<file path="config.mk">
export PLATFORM = sky130hd
export DESIGN_NAME = reg_wb_scheduler
export DESIGN_NICKNAME = d
export VERILOG_FILES = /design/src/rtl/wb_pkg.sv /design/src/rtl/wb_fifo.sv /design/src/rtl/reg_wb_scheduler.sv
export SDC_FILE = /design/constraint.sdc
export NUM_CORES = 1
export LEC_CHECK = 0
export BUFFER_PORTS_ARGS = -buffer_cell sky130_fd_sc_hd__buf_2
export CORE_MARGIN = 4
export CORE_UTILIZATION = 51
export CTS_CLUSTER_SIZE = 16
export DETAILED_ROUTE_END_ITERATION = 7
export PLACE_DENSITY = 0.79
export SLEW_MARGIN = 15
export SYNTH_ARGS = -nofsm -noshare
export SYNTH_HDL_FRONTEND = slang
export SYNTH_SLANG_ARGS = --single-unit
export TNS_END_PERCENT = 1
</file>
<file path="constraint.sdc">
create_clock -name clk -period 2.85 [get_ports clk]
set_input_delay 0.7125 -clock clk [delete_from_list [all_inputs] [get_ports clk]]
set_output_delay 0.7125 -clock clk [all_outputs]
set_load 0.05 [all_outputs]
</file>
<file path="src/rtl/wb_pkg.sv">
// Shared types for the register-file write-back scheduler: queued FP result entry,
// grant encoding and the scoreboard mask helper.
package wb_pkg;

  localparam int DEF_DATA_W     = 32;
  localparam int DEF_REG_AW     = 5;
  localparam int DEF_FIFO_DEPTH = 4;

  typedef struct packed {
    logic [DEF_REG_AW-1:0] rd;
    logic                  dbl;
    logic [DEF_DATA_W-1:0] data_0;
    logic [DEF_DATA_W-1:0] data_1;
  } wb_entry_t;

  typedef enum logic [1:0] {
    GNT_NONE,
    GNT_INT,
    GNT_FP
  } grant_t;

  // Register pair indices wrap 31 -> 0, so the high half of a double at r31 is r0.
  function automatic logic [31:0] reg_mask(input logic [DEF_REG_AW-1:0] rd,
                                           input logic                  dbl);
    logic [DEF_REG_AW-1:0] hi;
    logic [31:0]           m;
    hi = rd + DEF_REG_AW'(1);
    m  = 32'(1) << rd;
    if (dbl) m = m | (32'(1) << hi);
    return m;
  endfunction

endpackage

</file>
<file path="src/rtl/wb_fifo.sv">
// Synchronous FIFO of queued FP write-back entries; pointers wrap modulo DEPTH
// (power of two), occupancy tracked in an explicit counter.
module wb_fifo
  import wb_pkg::*;
#(
  parameter int DEPTH = DEF_FIFO_DEPTH
) (
  input  logic      clk,
  input  logic      rst_n,
  input  logic      push,
  input  logic      pop,
  input  wb_entry_t wdata,
  output wb_entry_t rdata,
  output logic      full,
  output logic      empty
);

  localparam int PW = $clog2(DEPTH);
  localparam int CW = PW + 1;

  wb_entry_t       mem [DEPTH];
  logic [PW-1:0]   wr_ptr;
  logic [PW-1:0]   rd_ptr;
  logic [CW-1:0]   count;
  logic            do_push;
  logic            do_pop;

  assign full    = (count == CW'(DEPTH));
  assign empty   = (count == '0);
  assign do_push = push & ~full;
  assign do_pop  = pop & ~empty;
  assign rdata   = mem[rd_ptr];

  always_ff @(posedge clk) begin
    if (do_push) mem[wr_ptr] <= wdata;
  end

  always_ff @(posedge clk) begin
    if (!rst_n) begin
      wr_ptr <= '0;
      rd_ptr <= '0;
      count  <= '0;
    end else begin
      if (do_push) wr_ptr <= wr_ptr + PW'(1);
      if (do_pop)  rd_ptr <= rd_ptr + PW'(1);
      case ({do_push, do_pop})
        2'b10:   count <= count + CW'(1);
        2'b01:   count <= count - CW'(1);
        default: count <= count;
      endcase
    end
  end

endmodule

</file>
<file path="src/rtl/reg_wb_scheduler.sv">
// Register-file write-port scheduler: arbitrates integer results against queued FP results
// and keeps the FP pending scoreboard. Optional decode bypass outputs under WB_FWD_EN.
module reg_wb_scheduler
  import wb_pkg::*;
#(
  parameter int FIFO_DEPTH = DEF_FIFO_DEPTH,
  parameter int DATA_W     = DEF_DATA_W,
  parameter int REG_AW     = DEF_REG_AW
) (
  input  logic              clk,
  input  logic              rst_n,
  input  logic              int_valid,
  output logic              int_ready,
  input  logic [REG_AW-1:0] int_rd,
  input  logic [DATA_W-1:0] int_data,
  input  logic              fp_valid,
  output logic              fp_ready,
  input  logic [REG_AW-1:0] fp_rd,
  input  logic              fp_double,
  input  logic [DATA_W-1:0] fp_data_0,
  input  logic [DATA_W-1:0] fp_data_1,
  input  logic              issue_valid,
  input  logic [REG_AW-1:0] issue_rd,
  input  logic              issue_double,
  output logic [31:0]       busy_q,
  output logic              RegWrite,
  output logic              Fp,
  output logic              double,
  output logic [REG_AW-1:0] write_reg,
  output logic [DATA_W-1:0] write_data_0,
  output logic [DATA_W-1:0] write_data_1
`ifdef WB_FWD_EN
  ,
  output logic              fwd_valid,
  output logic              fwd_fp,
  output logic              fwd_double,
  output logic [REG_AW-1:0] fwd_reg,
  output logic [DATA_W-1:0] fwd_data_0,
  output logic [DATA_W-1:0] fwd_data_1
`endif
);

  wb_entry_t         push_entry;
  wb_entry_t         head;
  logic              fifo_full;
  logic              fifo_empty;
  grant_t            gnt;
  logic              g_fp;
  logic              g_dbl;
  logic [REG_AW-1:0] g_reg;
  logic [DATA_W-1:0] g_d0;
  logic [DATA_W-1:0] g_d1;
  logic [31:0]       set_mask;
  logic [31:0]       clr_mask;

  // Both readies depend only on registered FIFO occupancy.
  assign fp_ready  = ~fifo_full;
  assign int_ready = ~fifo_full;

  assign push_entry.rd     = fp_rd;
  assign push_entry.dbl    = fp_double;
  assign push_entry.data_0 = fp_data_0;
  assign push_entry.data_1 = fp_data_1;

  wb_fifo #(.DEPTH(FIFO_DEPTH)) u_fifo (
    .clk   (clk),
    .rst_n (rst_n),
    .push  (fp_valid),
    .pop   (gnt == GNT_FP),
    .wdata (push_entry),
    .rdata (head),
    .full  (fifo_full),
    .empty (fifo_empty)
  );

  // A full queue must drain first, otherwise integer results take priority.
  always_comb begin
    gnt = GNT_NONE;
    if (fifo_full)       gnt = GNT_FP;
    else if (int_valid)  gnt = GNT_INT;
    else if (!fifo_empty) gnt = GNT_FP;
  end

  always_comb begin
    g_fp  = 1'b0;
    g_dbl = 1'b0;
    g_reg = int_rd;
    g_d0  = int_data;
    g_d1  = '0;
    if (gnt == GNT_FP) begin
      g_fp  = 1'b1;
      g_dbl = head.dbl;
      g_reg = head.rd;
      g_d0  = head.data_0;
      g_d1  = head.data_1;
    end
  end

  assign set_mask = issue_valid ? reg_mask(issue_rd, issue_double) : '0;
  assign clr_mask = (gnt == GNT_FP) ? reg_mask(head.rd, head.dbl) : '0;

  always_ff @(posedge clk) begin
    if (!rst_n) begin
      busy_q       <= '0;
      RegWrite     <= 1'b0;
      Fp           <= 1'b0;
      double       <= 1'b0;
      write_reg    <= '0;
      write_data_0 <= '0;
      write_data_1 <= '0;
    end else begin
      // An issue landing on a bit being retired this cycle keeps it pending.
      busy_q   <= (busy_q & ~clr_mask) | set_mask;
      RegWrite <= (gnt != GNT_NONE);
      if (gnt != GNT_NONE) begin
        Fp           <= g_fp;
        double       <= g_dbl;
        write_reg    <= g_reg;
        write_data_0 <= g_d0;
        write_data_1 <= g_d1;
      end
    end
  end

`ifdef WB_FWD_EN
  assign fwd_valid  = rst_n & (gnt != GNT_NONE);
  assign fwd_fp     = g_fp;
  assign fwd_double = g_dbl;
  assign fwd_reg    = g_reg;
  assign fwd_data_0 = g_d0;
  assign fwd_data_1 = g_d1;
`endif

endmodule
</file>
# [Yosys cells after proc, flatten, opt, wreduce, memory -nomap -nowiden]
# Memories as Yosys holds them, arrays and structs flattened. A register that Yosys moved wholly into a read port is not among the register bits.
# Index checks and enable logic that the tools add are counted.
[totals] inputBits=118 register_bits=111 ram_bits=280 memories=1
[classes] eq_ne=4 n_mux=17 shift=4 bitwise=9 addsub=6 n_reduce_logical=3
[mem_list] name="u_fifo.mem" depth=4 width=70 rd=1 rd_clocked_by_memory_dff=1 write_ports=1 line_no="wb_fifo.sv:21" text="wb_entry_t mem [DEPTH];"
[op_table] op="two-way mux 32 bit" count=6
[op_table] op="left shift 1 x 5 -> 32 bit (first input constant)" count=4
[op_table] op="OR 32 bit" count=3
[op_table] op="AND 32 bit" count=1
[op_table] op="NOT 32 bit" count=1
[op_table] op="adder 5 x 1 -> 5 bit (second input constant)" count=2
[op_table] op="two-way mux 2 bit" count=5
[op_table] op="one-hot mux 3 bit (2 select lines)" count=1
[op_table] op="two-way mux 5 bit" count=1
[op_table] op="adder 2 x 1 -> 2 bit (second input constant)" count=2
[op_table] op="== test 2 bit (second input constant)" count=2
[op_table] op="two-way mux 1 bit" count=4
[op_table] op="nonzero test 2 bit" count=2
[op_table] op="adder 3 x 1 -> 3 bit (second input constant)" count=1
[op_table] op="== test 3 bit (second input constant)" count=1
[op_table] op="zero test 3 bit" count=1
[op_table] op="subtractor 3 x 1 -> 3 bit (second input constant)" count=1
[op_table] op="AND 1 bit" count=2
[op_table] op="== test 2 x 1 -> 1 bit (second input constant)" count=1
[op_table] op="NOT 1 bit" count=2

# [Logic depth before layout (Yosys ltp)]
# Gate-level depths: netlist (run 1).
[logic_depth] ltp_word=9 depth_mapped=11 ltp_nobuf=9

# [Modules after synthesis]
# From an unflattened synthesis (run 1), not the netlist that was laid out.
[unflattened] cells_unflattened=1005 hier_area_um2=15243.4
[modules_own_cells] module="wb_fifo" n_inst=1 area_per_inst_um2=10669.0 cells_each=420
[modules_own_cells] module="reg_wb_scheduler" n_inst=1 area_per_inst_um2=4574.4 cells_each=585

# [Least setup slack after synthesis (run 1)]
# No wires, ideal clock.
[synth_path] path_kind="reg2reg" from="reg u_fifo.count[0]" to="mem u_fifo.mem[0][0] (netlist bit), enable pin" stages_incl_launch_ff=5 arrival_ps=2920 required_ps=2414 slack_ps=-506 setup_time_ps=436 synth_period_minus_slack_ps=3356 n_path_buf=1 path_cell_list="dfxtp_1 -> clkbuf_1 -> nor2_1 -> nand2_1 -> and3_1"
[synth_via] elab_chain_len=5
[synth_rtl] item="from (decl)" line_no="wb_fifo.sv:24" text="logic [CW-1:0] count;"
[synth_rtl] item="from (signal assigned)" line_no="wb_fifo.sv:47" text="2'b10: count <= count + CW'(1);"
[synth_rtl] item="from (signal assigned)" line_no="wb_fifo.sv:48" text="2'b01: count <= count - CW'(1);"
[synth_rtl] item="from (signal assigned)" line_no="wb_fifo.sv:49" text="default: count <= count;"
[synth_rtl] item="== test 3 bit" line_no="wb_fifo.sv:28" text="assign full = (count == CW'(DEPTH));"
[synth_rtl] item="NOT 1 bit"
[synth_rtl] item="via fp_ready" line_no="reg_wb_scheduler.sv:17" text="output logic fp_ready,"
[synth_rtl] item="AND 1 bit" line_no="wb_fifo.sv:30" text="assign do_push = push & ~full;"
[synth_rtl] item="two-way mux 1 bit" line_no="wb_fifo.sv:35" text="if (do_push) mem[wr_ptr] <= wdata;"
[synth_rtl] item="two-way mux 1 bit (not written as such)" line_no="wb_fifo.sv:35"
[synth_rtl] item="to (decl)" line_no="wb_fifo.sv:21"
# The timed path passes the listed nets, and every way through them passes these cells.

# [Worst setup path in the final report (run 1)]
[layout_path] from="reg u_fifo.count[0]" to="out fp_ready"
[layout_via] elab_chain_len=2
[layout_rtl] item="== test 3 bit" line_no="wb_fifo.sv:28"
[layout_rtl] item="NOT 1 bit" line_no="reg_wb_scheduler.sv:57" text="assign fp_ready = ~fifo_full;"
[layout_rtl] item="to (decl)" line_no="reg_wb_scheduler.sv:17"
# No other way between the ends.

==> run_summary.xml, run 1 <==
<?xml version="1.0" encoding="UTF-8"?>
<metrics>
  <group name="critical_path">
    <metric name="worst_r2r_path_depth" unit="">9</metric>
    <metric name="top_delay_family_on_crit_path" unit="">flip-flops</metric>
    <metric name="worstPathMaxFanout" unit="">10</metric>
    <metric name="crit_path_depth" unit="">3</metric>
    <metric name="worstPathArrival" unit="ns">1.78</metric>
    <metric name="startpoint" unit="">u_fifo.count[0]</metric>
    <metric name="critical_setup_path_class" unit="">register to output port</metric>
    <metric name="crit_path_max_incr_delay" unit="ns">0.51</metric>
    <metric name="critical_path.endpoint" unit="">fp_ready</metric>
    <metric name="crit_path_cell_trace" unit="">nor2_1, nand2_1, buf_2</metric>
    <metric name="startpoint_type" unit="">register</metric>
    <metric name="required" unit="ns">2.14</metric>
    <metric name="rrSetupSlack" unit="ns">0.47</metric>
    <metric name="critPathBufInv" unit="">1</metric>
    <metric name="rr_startpoint" unit="">u_fifo.count[0]</metric>
    <metric name="cp-end-kind" unit="">output port</metric>
    <metric name="crit_path_top_delay_cell" unit="">dfxtp_1</metric>
    <metric name="reg2reg_to" unit="">u_fifo.count[2]</metric>
  </group>
  <group name="cells_and_area">
    <metric name="layout-drive-gt1-share" unit="">0.339</metric>
    <metric name="most-common-layout-cells" unit="">edfxtp_1 (280), buf_2 (223), dfxtp_1 (111)</metric>
    <metric name="utilization" unit="">0.623</metric>
    <metric name="finish.net_count" unit="">1287</metric>
    <metric name="final_common_cell" unit="">edfxtp_1</metric>
    <metric name="areaGrowthSynthToFinish" unit="%">19.7</metric>
    <metric name="top_register" unit="">u_fifo.mem</metric>
    <metric name="largest_reg_flops" unit="">280</metric>
    <metric name="final_area" unit="mm²">0.0180</metric>
  </group>
  <group name="synth">
    <metric name="synth.yosys.warnings" unit="">0</metric>
    <metric name="yosysTopAreaCell" unit="">edfxtp_1</metric>
    <metric name="ys_top_cells_by_area" unit="">edfxtp_1 (56%), dfxtp_1 (15%), mux4_2 (10%)</metric>
    <metric name="avgSynthCellArea" unit="µm²">16.1</metric>
    <metric name="postSynth.asyncResetShare" unit="">0</metric>
    <metric name="synth_largest_type_area_fraction" unit="">0.558</metric>
    <metric name="syn-instance-count" unit="">938</metric>
    <metric name="mappedNetlistArea" unit="mm²">0.0151</metric>
    <metric name="yosys.cell_types.count" unit="">63</metric>
    <metric name="count_of_flip_flops_with_a_built_in_enable_after_synthesis" unit="">280</metric>
    <metric name="syn-num-nets" unit="">1064</metric>
    <metric name="synth_seq_cells" unit="">393</metric>
    <metric name="synth.yosys.seq_area_share" unit="">0.708</metric>
    <metric name="synth_flop_cell" unit="">edfxtp_1</metric>
  </group>
  <group name="outcome">
    <metric name="run_status" unit="">completed</metric>
  </group>
  <group name="global_route">
    <metric name="first_global_vias" unit="">9367</metric>
    <metric name="gr-usage-all-layers" unit="">0.205</metric>
    <metric name="globalRoute.totalOverflow" unit="">0</metric>
    <metric name="grt_antenna_before_repair" unit="">6</metric>
    <metric name="first_pass_grt_wire_length" unit="mm">53.2</metric>
    <metric name="largest_net_degree_at_the_start_of_global_routing" unit="">61</metric>
  </group>
  <group name="sta">
    <metric name="max_slew.worst_pin.slew" unit="ns">0.928</metric>
    <metric name="sum_neg_setup_slack" unit="ns">0</metric>
    <metric name="final_setup_fails" unit="">0</metric>
    <metric name="fmax" unit="GHz">0.401</metric>
    <metric name="grt_setup_unrepaired" unit="">false</metric>
    <metric name="timing.slew.headroom" unit="">0.380</metric>
    <metric name="timing_max_transition_violations_final" unit="">0</metric>
    <metric name="timing.clock.skew" unit="ns">0.0212</metric>
    <metric name="postLayoutSetupSlackWorst" unit="ns">0.356</metric>
    <metric name="final.period_utilization" unit="">0.875</metric>
    <metric name="finalHoldViolCount" unit="">0</metric>
    <metric name="fin_crit" unit="ns">2.49</metric>
  </group>
  <group name="power_and_ir_drop">
    <metric name="switchingPower" unit="µW">6220</metric>
    <metric name="switching_share" unit="">0.343</metric>
    <metric name="share_comb_of_total_power" unit="">0.306</metric>
    <metric name="powerDensity" unit="mW/mm²">1010</metric>
    <metric name="static-leakage-power" unit="µW">0.00652</metric>
    <metric name="power.share.clock" unit="">0.288</metric>
    <metric name="ir_drop_worst_vdd" unit="µV">793</metric>
    <metric name="finalPower" unit="µW">18200</metric>
    <metric name="sequential_group_share_of_total_power" unit="">0.406</metric>
    <metric name="p_int" unit="µW">11900</metric>
  </group>
  <group name="floorplan">
    <metric name="io_pins" unit="">224</metric>
    <metric name="num_rows" unit="">62</metric>
    <metric name="dieArea" unit="mm²">0.0323</metric>
    <metric name="core_area" unit="mm²">0.0289</metric>
    <metric name="die_height" unit="µm">180</metric>
    <metric name="die_w" unit="µm">180</metric>
    <metric name="start_util" unit="">0.521</metric>
  </group>
  <group name="routing">
    <metric name="num_vias" unit="">9223</metric>
    <metric name="routed_wirelength" unit="mm">34.1</metric>
    <metric name="detail_route.drc_violations" unit="">0</metric>
    <metric name="drt_pass1_iterations" unit="">6</metric>
    <metric name="wl_cell" unit="µm">21.6</metric>
    <metric name="vias_per_cell" unit="">5.84</metric>
    <metric name="drt_iter0_drc" unit="">948</metric>
    <metric name="ant_nets" unit="">0</metric>
  </group>
  <group name="min_path">
    <metric name="worstHoldPathCells" unit="">1</metric>
    <metric name="holdCritPathClass" unit="">primary input to register</metric>
  </group>
  <group name="placed_design">
    <metric name="port-buffer-count" unit="">223</metric>
    <metric name="dp_slack" unit="ns">0.315</metric>
    <metric name="gpl.final_weighted_congestion" unit="">0.899</metric>
    <metric name="placedInstanceArea" unit="mm²">0.0167</metric>
    <metric name="place.detailed.hpwl" unit="mm">21.8</metric>
  </group>
  <group name="cts">
    <metric name="worst_skew_pair.late_latency" unit="ns">0.53</metric>
    <metric name="cts_setup_buffers" unit="">0</metric>
    <metric name="clock_path_buffers" unit="">3</metric>
    <metric name="cts_resized" unit="">0</metric>
    <metric name="number_of_buffers_created_by_cts" unit="">41</metric>
    <metric name="cts_tree" unit="">done</metric>
    <metric name="cts-hold-fix-buffers" unit="">0</metric>
    <metric name="cts.root.buffer_cell" unit="">clkbuf_16</metric>
    <metric name="cts.reportedPaths.clkPinSlew" unit="ns">0.06</metric>
    <metric name="ctsHtreeMaxLevel" unit="">2</metric>
    <metric name="tritoncts_num_sinks" unit="">393</metric>
  </group>
  <group name="run">
    <metric name="maxCapViolCount" unit="">0</metric>
  </group>
</metrics>
-- cells in the mapped netlist, types with 10 or more instances --
cell type,n
inv_1,10
nor2_1,56
clkbuf_1,43
a32oi_1,13
mux4_2,70
o21ai_0,21
a22oi_1,16
a311oi_1,29
edfxtp_1,280
buf_2,12
and2_1,10
a21oi_1,29
dfxtp_1,113
a22o_1,32
nand2_1,79
nand3_1,14
-- metal layers --
metal / wire length (µm) / GRT usage
met5: 59 / 0
met4: 728 / 0.0533
met3: 2690 / 0.0493
met2: 16600 / 0.336
met1: 14100 / 0.280
-- cell families (layout without fill, tap and decap cells) --
family	count (synthesis)	in the layout	share of synthesized area
flip-flops	393	393	0.708
other	0	1	0
XOR/XNOR	8	8	0.00465
AO/OA/AOI/OAI	180	180	0.0887
AND/OR/NAND/NOR	201	201	0.0630
buffers and inverters	77	333	0.0219
multiplexers	71	71	0.106
adder cells (fa/ha/maj)	8	8	0.00714
-- worst min path at each step --
stage,from,end,slack (ns)
CTS,fp_data_1[30],u_fifo.mem[0][30],0.36
finish,fp_data_1[5],u_fifo.mem[0][5],0.39
floorplan,u_fifo.wr_ptr[1],u_fifo.wr_ptr[1],0.47
detailed placement,write_data_0[25],write_data_0[25],0.45
global placement,write_data_0[25],write_data_0[25],0.44
global route,fp_data_0[9],u_fifo.mem[3][41],0.38
-- stage by stage --
| stage | hold slack (ns) | instances |
|---|---|---|
| finish | 0.391 | 1579 |
| global route | 0.376 | 1579 |
| CTS | 0.364 | 1578 |
| detailed placement | 0.446 | 1502 |
| global placement | 0.442 | 1502 |
| floorplan | 0.469 | 938 |
-- layout make-up --
cell class                      count  area, µm²
Sequential cell                   393      10700
Timing Repair Buffer              245       1380
Antenna cell                        1       2.50
Clock buffer                       57       1130
Clock inverter                     19        213
Tap cell                          384        480
Multi-Input combinational cell    468       4100
Fill cell                        2119      10900
Inverter                           12       45.0
-- power by group through the flow --
| stage | Clock (µW) | Sequential (µW) | Combinational, µW |
|---|---|---|---|
| after floorplan | 0 | 8510 | 3080 |
| after global placement | 0 | 7440 | 5510 |
| after detailed placement | 0 | 7480 | 5600 |
| after CTS | 5330 | 7370 | 5620 |
| after global routing | 5570 | 7450 | 5960 |
| final | 5230 | 7360 | 5560 |
Note: power is estimated with default switching activity, not from simulation.
==> inputs of run 2 (changes only) <==
--- a/config.mk
+++ b/config.mk
@@ -5,12 +5,14 @@
 export SDC_FILE = /design/constraint.sdc
 export NUM_CORES = 1
 export LEC_CHECK = 0
+export ABC_AREA = 1
 export BUFFER_PORTS_ARGS = -buffer_cell sky130_fd_sc_hd__buf_2
 export CORE_MARGIN = 4
-export CORE_UTILIZATION = 51
+export CORE_UTILIZATION = 52
 export CTS_CLUSTER_SIZE = 16
 export DETAILED_ROUTE_END_ITERATION = 7
-export PLACE_DENSITY = 0.79
+export PLACE_DENSITY = 0.8
+export RECOVER_POWER = 50
 export SLEW_MARGIN = 15
 export SYNTH_ARGS = -nofsm -noshare
 export SYNTH_HDL_FRONTEND = slang
==> run 2 against run 1 <==
Sequential cell count did not move. Cell count rose by 33%. Non-clock buffer count grew 5. Clock skew decreased by 0.0056 ns. Fmax is 5.2% higher. Sequential share of layout area decreased by 1.8 points. Critical path type is now register to register. Critical endpoint is now u_fifo.mem[3][41]. Largest power group unchanged.
==> run_summary.xml, run 2 <==
<?xml version="1.0" encoding="UTF-8"?>
<metrics>
  <group name="power_and_ir_drop">
    <metric name="ir_drop_worst_vdd" unit="µV">730</metric>
    <metric name="static-leakage-power" unit="µW">0.00683</metric>
    <metric name="finalPower" unit="µW">18100</metric>
    <metric name="powerDensity" unit="mW/mm²">975</metric>
  </group>
  <group name="critical_path">
    <metric name="cp-end-kind" unit="">register</metric>
    <metric name="worstPathArrival" unit="ns">2.52</metric>
    <metric name="rrSetupSlack" unit="ns">0.48</metric>
    <metric name="required" unit="ns">2.99</metric>
    <metric name="startpoint_type" unit="">register</metric>
    <metric name="critical_setup_path_class" unit="">register to register</metric>
    <metric name="worstPathMaxFanout" unit="">39</metric>
  </group>
  <group name="sta">
    <metric name="timing_max_transition_violations_final" unit="">0</metric>
    <metric name="max_slew.worst_pin.slew" unit="ns">1.10</metric>
    <metric name="final.period_utilization" unit="">0.832</metric>
    <metric name="postLayoutSetupSlackWorst" unit="ns">0.480</metric>
    <metric name="grt_setup_unrepaired" unit="">false</metric>
    <metric name="final_setup_fails" unit="">0</metric>
    <metric name="fin_crit" unit="ns">2.37</metric>
    <metric name="holdWs" unit="ns">0.434</metric>
    <metric name="timing.slew.headroom" unit="">0.269</metric>
    <metric name="fmax" unit="GHz">0.422</metric>
    <metric name="timing.clock.skew" unit="ns">0.0156</metric>
    <metric name="finalHoldViolCount" unit="">0</metric>
  </group>
  <group name="cts">
    <metric name="number_of_buffers_created_by_cts" unit="">42</metric>
    <metric name="clock_path_buffers" unit="">3</metric>
    <metric name="cts-hold-fix-buffers" unit="">0</metric>
    <metric name="cts.reportedPaths.clkPinSlew" unit="ns">0.06</metric>
    <metric name="cts_tree" unit="">done</metric>
    <metric name="cts.root.buffer_cell" unit="">clkbuf_16</metric>
    <metric name="ctsHtreeMaxLevel" unit="">2</metric>
    <metric name="cts_resized" unit="">0</metric>
    <metric name="cts_setup_buffers" unit="">0</metric>
    <metric name="worst_skew_pair.late_latency" unit="ns">0.54</metric>
    <metric name="tritoncts_num_sinks" unit="">393</metric>
  </group>
  <group name="routing">
    <metric name="drt_iter0_drc" unit="">969</metric>
    <metric name="vias_per_cell" unit="">5.59</metric>
    <metric name="wl_cell" unit="µm">18.7</metric>
    <metric name="ant_nets" unit="">0</metric>
    <metric name="routed_wirelength" unit="mm">39.3</metric>
    <metric name="num_vias" unit="">11700</metric>
    <metric name="detail_route.drc_violations" unit="">0</metric>
    <metric name="drt_pass1_iterations" unit="">5</metric>
  </group>
  <group name="floorplan">
    <metric name="io_pins" unit="">224</metric>
    <metric name="dieArea" unit="mm²">0.0337</metric>
    <metric name="die_height" unit="µm">184</metric>
    <metric name="core_area" unit="mm²">0.0305</metric>
    <metric name="die_w" unit="µm">184</metric>
    <metric name="num_rows" unit="">64</metric>
    <metric name="start_util" unit="">0.525</metric>
  </group>
  <group name="synth">
    <metric name="postSynth.asyncResetShare" unit="">0</metric>
    <metric name="yosysMostFrequentCell" unit="">edfxtp_1</metric>
    <metric name="yosys-top-cells-count" unit="">edfxtp_1 (280), nand2_1 (265), nor2_1 (214)</metric>
    <metric name="synth_seq_cells" unit="">393</metric>
    <metric name="synth.yosys.seq_area_share" unit="">0.666</metric>
    <metric name="synth.yosys.warnings" unit="">0</metric>
    <metric name="mappedNetlistArea" unit="mm²">0.0160</metric>
    <metric name="syn-instance-count" unit="">1462</metric>
    <metric name="count_of_flip_flops_with_a_built_in_enable_after_synthesis" unit="">280</metric>
    <metric name="synth_flop_cell" unit="">edfxtp_1</metric>
    <metric name="yosysTopAreaCell" unit="">edfxtp_1</metric>
    <metric name="ys_top_cells_by_area" unit="">edfxtp_1 (52%), dfxtp_1 (14%), nand2_1 (6.2%)</metric>
    <metric name="syn-num-nets" unit="">1588</metric>
    <metric name="avgSynthCellArea" unit="µm²">11.0</metric>
    <metric name="yosys.cell_types.count" unit="">44</metric>
    <metric name="synth_largest_type_area_fraction" unit="">0.525</metric>
  </group>
  <group name="cells_and_area">
    <metric name="largest_reg_flops" unit="">280</metric>
    <metric name="number_of_filler_cells_placed_in_the_layout" unit="">2432</metric>
    <metric name="multi_input_gate_area_in_the_final_layout" unit="mm²">0.00469</metric>
    <metric name="most-common-layout-cells" unit="">edfxtp_1 (280), nand2_1 (267), nor2_1 (209)</metric>
    <metric name="top_register" unit="">u_fifo.mem</metric>
    <metric name="areaGrowthSynthToFinish" unit="%">16.0</metric>
    <metric name="layout.area.seq" unit="mm²">0.0107</metric>
    <metric name="final_cell_count_no_fill" unit="">2098</metric>
    <metric name="finish.net_count" unit="">1793</metric>
    <metric name="layout-drive-gt1-share" unit="">0.181</metric>
    <metric name="final_common_cell" unit="">edfxtp_1</metric>
  </group>
  <group name="placed_design">
    <metric name="place.detailed.instances" unit="">2019</metric>
    <metric name="gpl.final_weighted_congestion" unit="">0.899</metric>
    <metric name="place.detailed.hpwl" unit="mm">24.0</metric>
    <metric name="port-buffer-count" unit="">223</metric>
    <metric name="dp_slack" unit="ns">0.393</metric>
  </group>
  <group name="global_route">
    <metric name="met2_routing_resource_usage_after_global_routing" unit="">0.381</metric>
    <metric name="grt.met1_usage" unit="">0.289</metric>
    <metric name="grt_most_used_layer" unit="">met2</metric>
    <metric name="largest_net_degree_at_the_start_of_global_routing" unit="">81</metric>
    <metric name="first_global_vias" unit="">11600</metric>
    <metric name="first_pass_grt_wire_length" unit="mm">60.7</metric>
    <metric name="grt_antenna_before_repair" unit="">7</metric>
    <metric name="globalRoute.totalOverflow" unit="">0</metric>
    <metric name="grt_util_met3" unit="">0.0465</metric>
    <metric name="gr-usage-all-layers" unit="">0.226</metric>
  </group>
  <group name="min_path">
    <metric name="holdCritPathClass" unit="">primary input to register</metric>
  </group>
  <group name="run">
    <metric name="maxCapViolCount" unit="">0</metric>
  </group>
  <group name="outcome">
    <metric name="run_status" unit="">completed</metric>
  </group>
</metrics>
## run 2: cell type report
class,count,area share
Sequential cell,393,0.574
Multi-Input combinational cell,938,0.252
Timing Repair Buffer,250,0.0668
Clock buffer,61,0.0643
Tap cell,396,0.0266
Inverter,42,0.00881
Clock inverter,17,0.00713
Antenna cell,1,0.000135
## run 2: final timing paths
path	startpoint	end	cells past startpoint
setup / recovery	u_fifo.count[1]	u_fifo.mem[3][41]	6
hold / removal	fp_data_0[14]	u_fifo.mem[2][46]	1
setup reg to reg	u_fifo.count[1]	u_fifo.mem[3][41]	6
hold reg to reg	u_fifo.rd_ptr[1]	register	1
## run 2: metal layers
layer | wire (µm) | share of wire
met1 | 15800 | 0.40
met2 | 19100 | 0.49
met3 | 3000 | 0.076
met4 | 1280 | 0.033
met5 | 79 | 0.0020
## run 2: per-stage QoR
stage / instance area (µm²) / setup TNS (ns) / util
finish: 18600 / 0 / 0.610
global route: 18600 / 0 / 0.610
CTS: 18800 / 0 / 0.615
detailed placement: 17400 / 0 / 0.571
global placement: 17400 / 0 / 0.571
floorplan: 16000 / -160.03 / -
## run 2: cells by family (layout without fill, tap and decap cells)
group                      count (synthesis)  count (layout)  synth area share
and+or+nand+nor                          583             583             0.155
other                                      0               1                 0
buffers and inverters                    131             370            0.0436
xor gates and xnor gates                   2               2           0.00156
adders and majority gates                  8               8           0.00671
DFF                                      393             393             0.666
AOI/OAI and AO/OA                        345             345             0.127
## run 2: worst max-delay path: stages, from the launching register on
cell and delay, ns:
dfxtp_1 0.35, nor2_1 0.06, nand2_1 0.11, nand2_1 0.12
clkbuf_1 0.30, nor2_4 0.16, buf_2 0.85
## run 2: where the power goes
group	switching (µW)	internal, µW	total (µW)
Combinational	4310	1340	5650
Clock	2150	3030	5180
Sequential	359	6950	7310
==> inputs of run 3 (changes only) <==
--- a/config.mk
+++ b/config.mk
@@ -5,13 +5,13 @@
 export SDC_FILE = /design/constraint.sdc
 export NUM_CORES = 1
 export LEC_CHECK = 0
-export ABC_AREA = 1
+export ABC_AREA = 0
 export BUFFER_PORTS_ARGS = -buffer_cell sky130_fd_sc_hd__buf_2
 export CORE_MARGIN = 4
-export CORE_UTILIZATION = 52
+export CORE_UTILIZATION = 57
 export CTS_CLUSTER_SIZE = 16
 export DETAILED_ROUTE_END_ITERATION = 7
-export PLACE_DENSITY = 0.8
+export PLACE_DENSITY = 0.84
 export RECOVER_POWER = 50
 export SLEW_MARGIN = 15
 export SYNTH_ARGS = -nofsm -noshare
==> constraint.sdc (replaced) <==
create_clock -name clk -period 2.2 [get_ports clk]
set_input_delay 0.55 -clock clk [delete_from_list [all_inputs] [get_ports clk]]
set_output_delay 0.55 -clock clk [all_outputs]
set_load 0.05 [all_outputs]
==> run 3 against run 2 <==
Via count decreased by 21%. Setup slack lost 0.31 ns. Clock skew increased by 0.0011 ns. Largest power group unchanged.
==> run_summary.xml, run 3 (same netlist as run 1, synthesis figures left out) <==
<?xml version="1.0" encoding="UTF-8"?>
<metrics>
  <group name="global_route">
    <metric name="gr-usage-all-layers" unit="">0.238</metric>
    <metric name="globalRoute.totalOverflow" unit="">0</metric>
    <metric name="first_pass_grt_wire_length" unit="mm">53.3</metric>
    <metric name="first_global_vias" unit="">9278</metric>
    <metric name="grt_antenna_before_repair" unit="">6</metric>
    <metric name="largest_net_degree_at_the_start_of_global_routing" unit="">63</metric>
  </group>
  <group name="cells_and_area">
    <metric name="final_cell_count_no_fill" unit="">1553</metric>
    <metric name="layout-drive-gt1-share" unit="">0.296</metric>
    <metric name="most-common-layout-cells" unit="">edfxtp_1 (280), buf_2 (152), dfxtp_1 (108)</metric>
    <metric name="finish.net_count" unit="">1314</metric>
    <metric name="final_common_cell" unit="">edfxtp_1</metric>
    <metric name="largest_reg_flops" unit="">280</metric>
    <metric name="top_register" unit="">u_fifo.mem</metric>
    <metric name="areaGrowthSynthToFinish" unit="%">19.8</metric>
    <metric name="antenna_fix_cells" unit="">0</metric>
    <metric name="final_area" unit="mm²">0.0180</metric>
  </group>
  <group name="critical_path">
    <metric name="startpoint" unit="">u_fifo.count[1]</metric>
    <metric name="critical_path.endpoint" unit="">fp_ready</metric>
    <metric name="rr_startpoint" unit="">u_fifo.count[1]</metric>
    <metric name="cp-end-kind" unit="">output port</metric>
    <metric name="crit_path_depth" unit="">4</metric>
    <metric name="worstPathMaxFanout" unit="">9</metric>
    <metric name="crit_path_top_delay_cell" unit="">dfxtp_2</metric>
    <metric name="rrSetupSlack" unit="ns">0.18</metric>
    <metric name="crit_path_cell_trace" unit="">nor2_4, nand2_4, buf_4, buf_2</metric>
    <metric name="reg2reg_to" unit="">u_fifo.mem[3][65]</metric>
    <metric name="crit_path_max_incr_delay" unit="ns">0.42</metric>
    <metric name="worstPathArrival" unit="ns">1.48</metric>
    <metric name="required" unit="ns">1.65</metric>
    <metric name="top_delay_family_on_crit_path" unit="">buffers and inverters</metric>
    <metric name="startpoint_type" unit="">register</metric>
    <metric name="critical_setup_path_class" unit="">register to output port</metric>
    <metric name="worst_r2r_path_depth" unit="">5</metric>
    <metric name="critPathBufInv" unit="">2</metric>
  </group>
  <group name="placed_design">
    <metric name="placedInstanceArea" unit="mm²">0.0169</metric>
    <metric name="place.detailed.hpwl" unit="mm">23.1</metric>
    <metric name="gpl.final_weighted_congestion" unit="">0.906</metric>
    <metric name="place.detailed.instances" unit="">1482</metric>
    <metric name="port-buffer-count" unit="">223</metric>
  </group>
  <group name="power_and_ir_drop">
    <metric name="finalPower" unit="µW">23500</metric>
    <metric name="static-leakage-power" unit="µW">0.00644</metric>
    <metric name="ir_drop_worst_vdd" unit="µV">1160</metric>
    <metric name="powerDensity" unit="mW/mm²">1300</metric>
  </group>
  <group name="cts">
    <metric name="clock_path_buffers" unit="">3</metric>
    <metric name="number_of_buffers_created_by_cts" unit="">39</metric>
    <metric name="ctsHtreeMaxLevel" unit="">2</metric>
    <metric name="worst_skew_pair.late_latency" unit="ns">0.53</metric>
    <metric name="tritoncts_num_sinks" unit="">393</metric>
    <metric name="cts-hold-fix-buffers" unit="">0</metric>
    <metric name="cts_tree" unit="">done</metric>
    <metric name="cts.reportedPaths.clkPinSlew" unit="ns">0.06</metric>
    <metric name="cts.root.buffer_cell" unit="">clkbuf_16</metric>
  </group>
  <group name="sta">
    <metric name="final_setup_fails" unit="">0</metric>
    <metric name="sum_neg_setup_slack" unit="ns">0</metric>
    <metric name="timing.clock.skew" unit="ns">0.0167</metric>
    <metric name="fin_crit" unit="ns">2.03</metric>
    <metric name="max_slew.worst_pin.slew" unit="ns">0.865</metric>
    <metric name="timing.slew.headroom" unit="">0.422</metric>
    <metric name="grt_setup_unrepaired" unit="">false</metric>
    <metric name="final.period_utilization" unit="">0.925</metric>
    <metric name="finalHoldViolCount" unit="">0</metric>
    <metric name="fmax" unit="GHz">0.491</metric>
    <metric name="timing_max_transition_violations_final" unit="">0</metric>
  </group>
  <group name="floorplan">
    <metric name="num_rows" unit="">59</metric>
    <metric name="die_height" unit="µm">171</metric>
    <metric name="die_w" unit="µm">171</metric>
    <metric name="dieArea" unit="mm²">0.0291</metric>
    <metric name="io_pins" unit="">224</metric>
    <metric name="core_area" unit="mm²">0.0261</metric>
    <metric name="start_util" unit="">0.578</metric>
  </group>
  <group name="routing">
    <metric name="drt_pass1_iterations" unit="">5</metric>
    <metric name="routed_wirelength" unit="mm">35.0</metric>
    <metric name="vias_per_cell" unit="">5.99</metric>
    <metric name="num_vias" unit="">9308</metric>
    <metric name="detail_route.drc_violations" unit="">0</metric>
    <metric name="drt_iter0_drc" unit="">715</metric>
    <metric name="ant_nets" unit="">0</metric>
    <metric name="wl_cell" unit="µm">22.5</metric>
  </group>
  <group name="outcome">
    <metric name="run_status" unit="">completed</metric>
  </group>
  <group name="run">
    <metric name="maxCapViolCount" unit="">0</metric>
  </group>
  <group name="min_path">
    <metric name="holdCritPathClass" unit="">primary input to register</metric>
  </group>
</metrics>
==> run 3: worst min-delay path by stage <==
stage	end	startpoint	cells past startpoint	slack (ns)
2_1_floorplan	u_fifo.wr_ptr[1]	u_fifo.wr_ptr[1]	2	0.47
3_3_place_gp	write_data_1[16]	write_data_1[16]	1	0.45
3_5_place_dp	write_data_1[30]	write_data_1[30]	1	0.46
4_1_cts	u_fifo.mem[1][31]	fp_data_1[31]	1	0.21
5_1_grt	u_fifo.mem[3][31]	fp_data_1[31]	1	0.29
6_report	u_fifo.mem[1][31]	fp_data_1[31]	1	0.27
==> run 3: what timing repair did <==
action / in CTS / in global routing
endpoints found under the setup margin: 0 / 5
gates resized for setup: 0 / 7
setup buffers: 0 / 0
==> run 3: report_power, final <==
group / internal, µW / switching, µW / total (µW)
sequential: 9020 / 490 / 9510
clock: 3810 / 2660 / 6460
combinational: 2620 / 4870 / 7490
total: 15500 / 8010 / 23500
==> run 3: through the flow <==
step                hold slack [ns]   util  setup slack, ns
floorplan                     0.469      -           0.0132
global placement              0.453  0.649           0.0463
detailed placement            0.459  0.649           0.0169
CTS                           0.210  0.698           0.0164
global route                  0.287  0.693           0.0143
finish                        0.270  0.693            0.165
==> run 3: per-layer routing <==
metal,vias up,global-route usage,routed length [µm]
met5,-,0,57
met4,12,0.0483,599
met3,58,0.0596,3110
met2,383,0.394,17200
met1,4642,0.327,14100
li1,4213,-,-
==> run 3: worst register-to-register path: stages, from the launching register on <==
cell,delay [ns]
dfxtp_2,0.42
nor2_4,0.06
nand2_4,0.06
buf_4,0.15
and3_1,0.45
buf_4,0.49
==> run 3: cell type report <==
type,instances,area [µm²]
Clock buffer,58,1130
Clock inverter,13,128
Fill cell,1798,8010
Inverter,12,47.5
Multi-Input combinational cell,468,4120
Sequential cell,393,10700
Tap cell,335,419
Timing Repair Buffer,274,1530
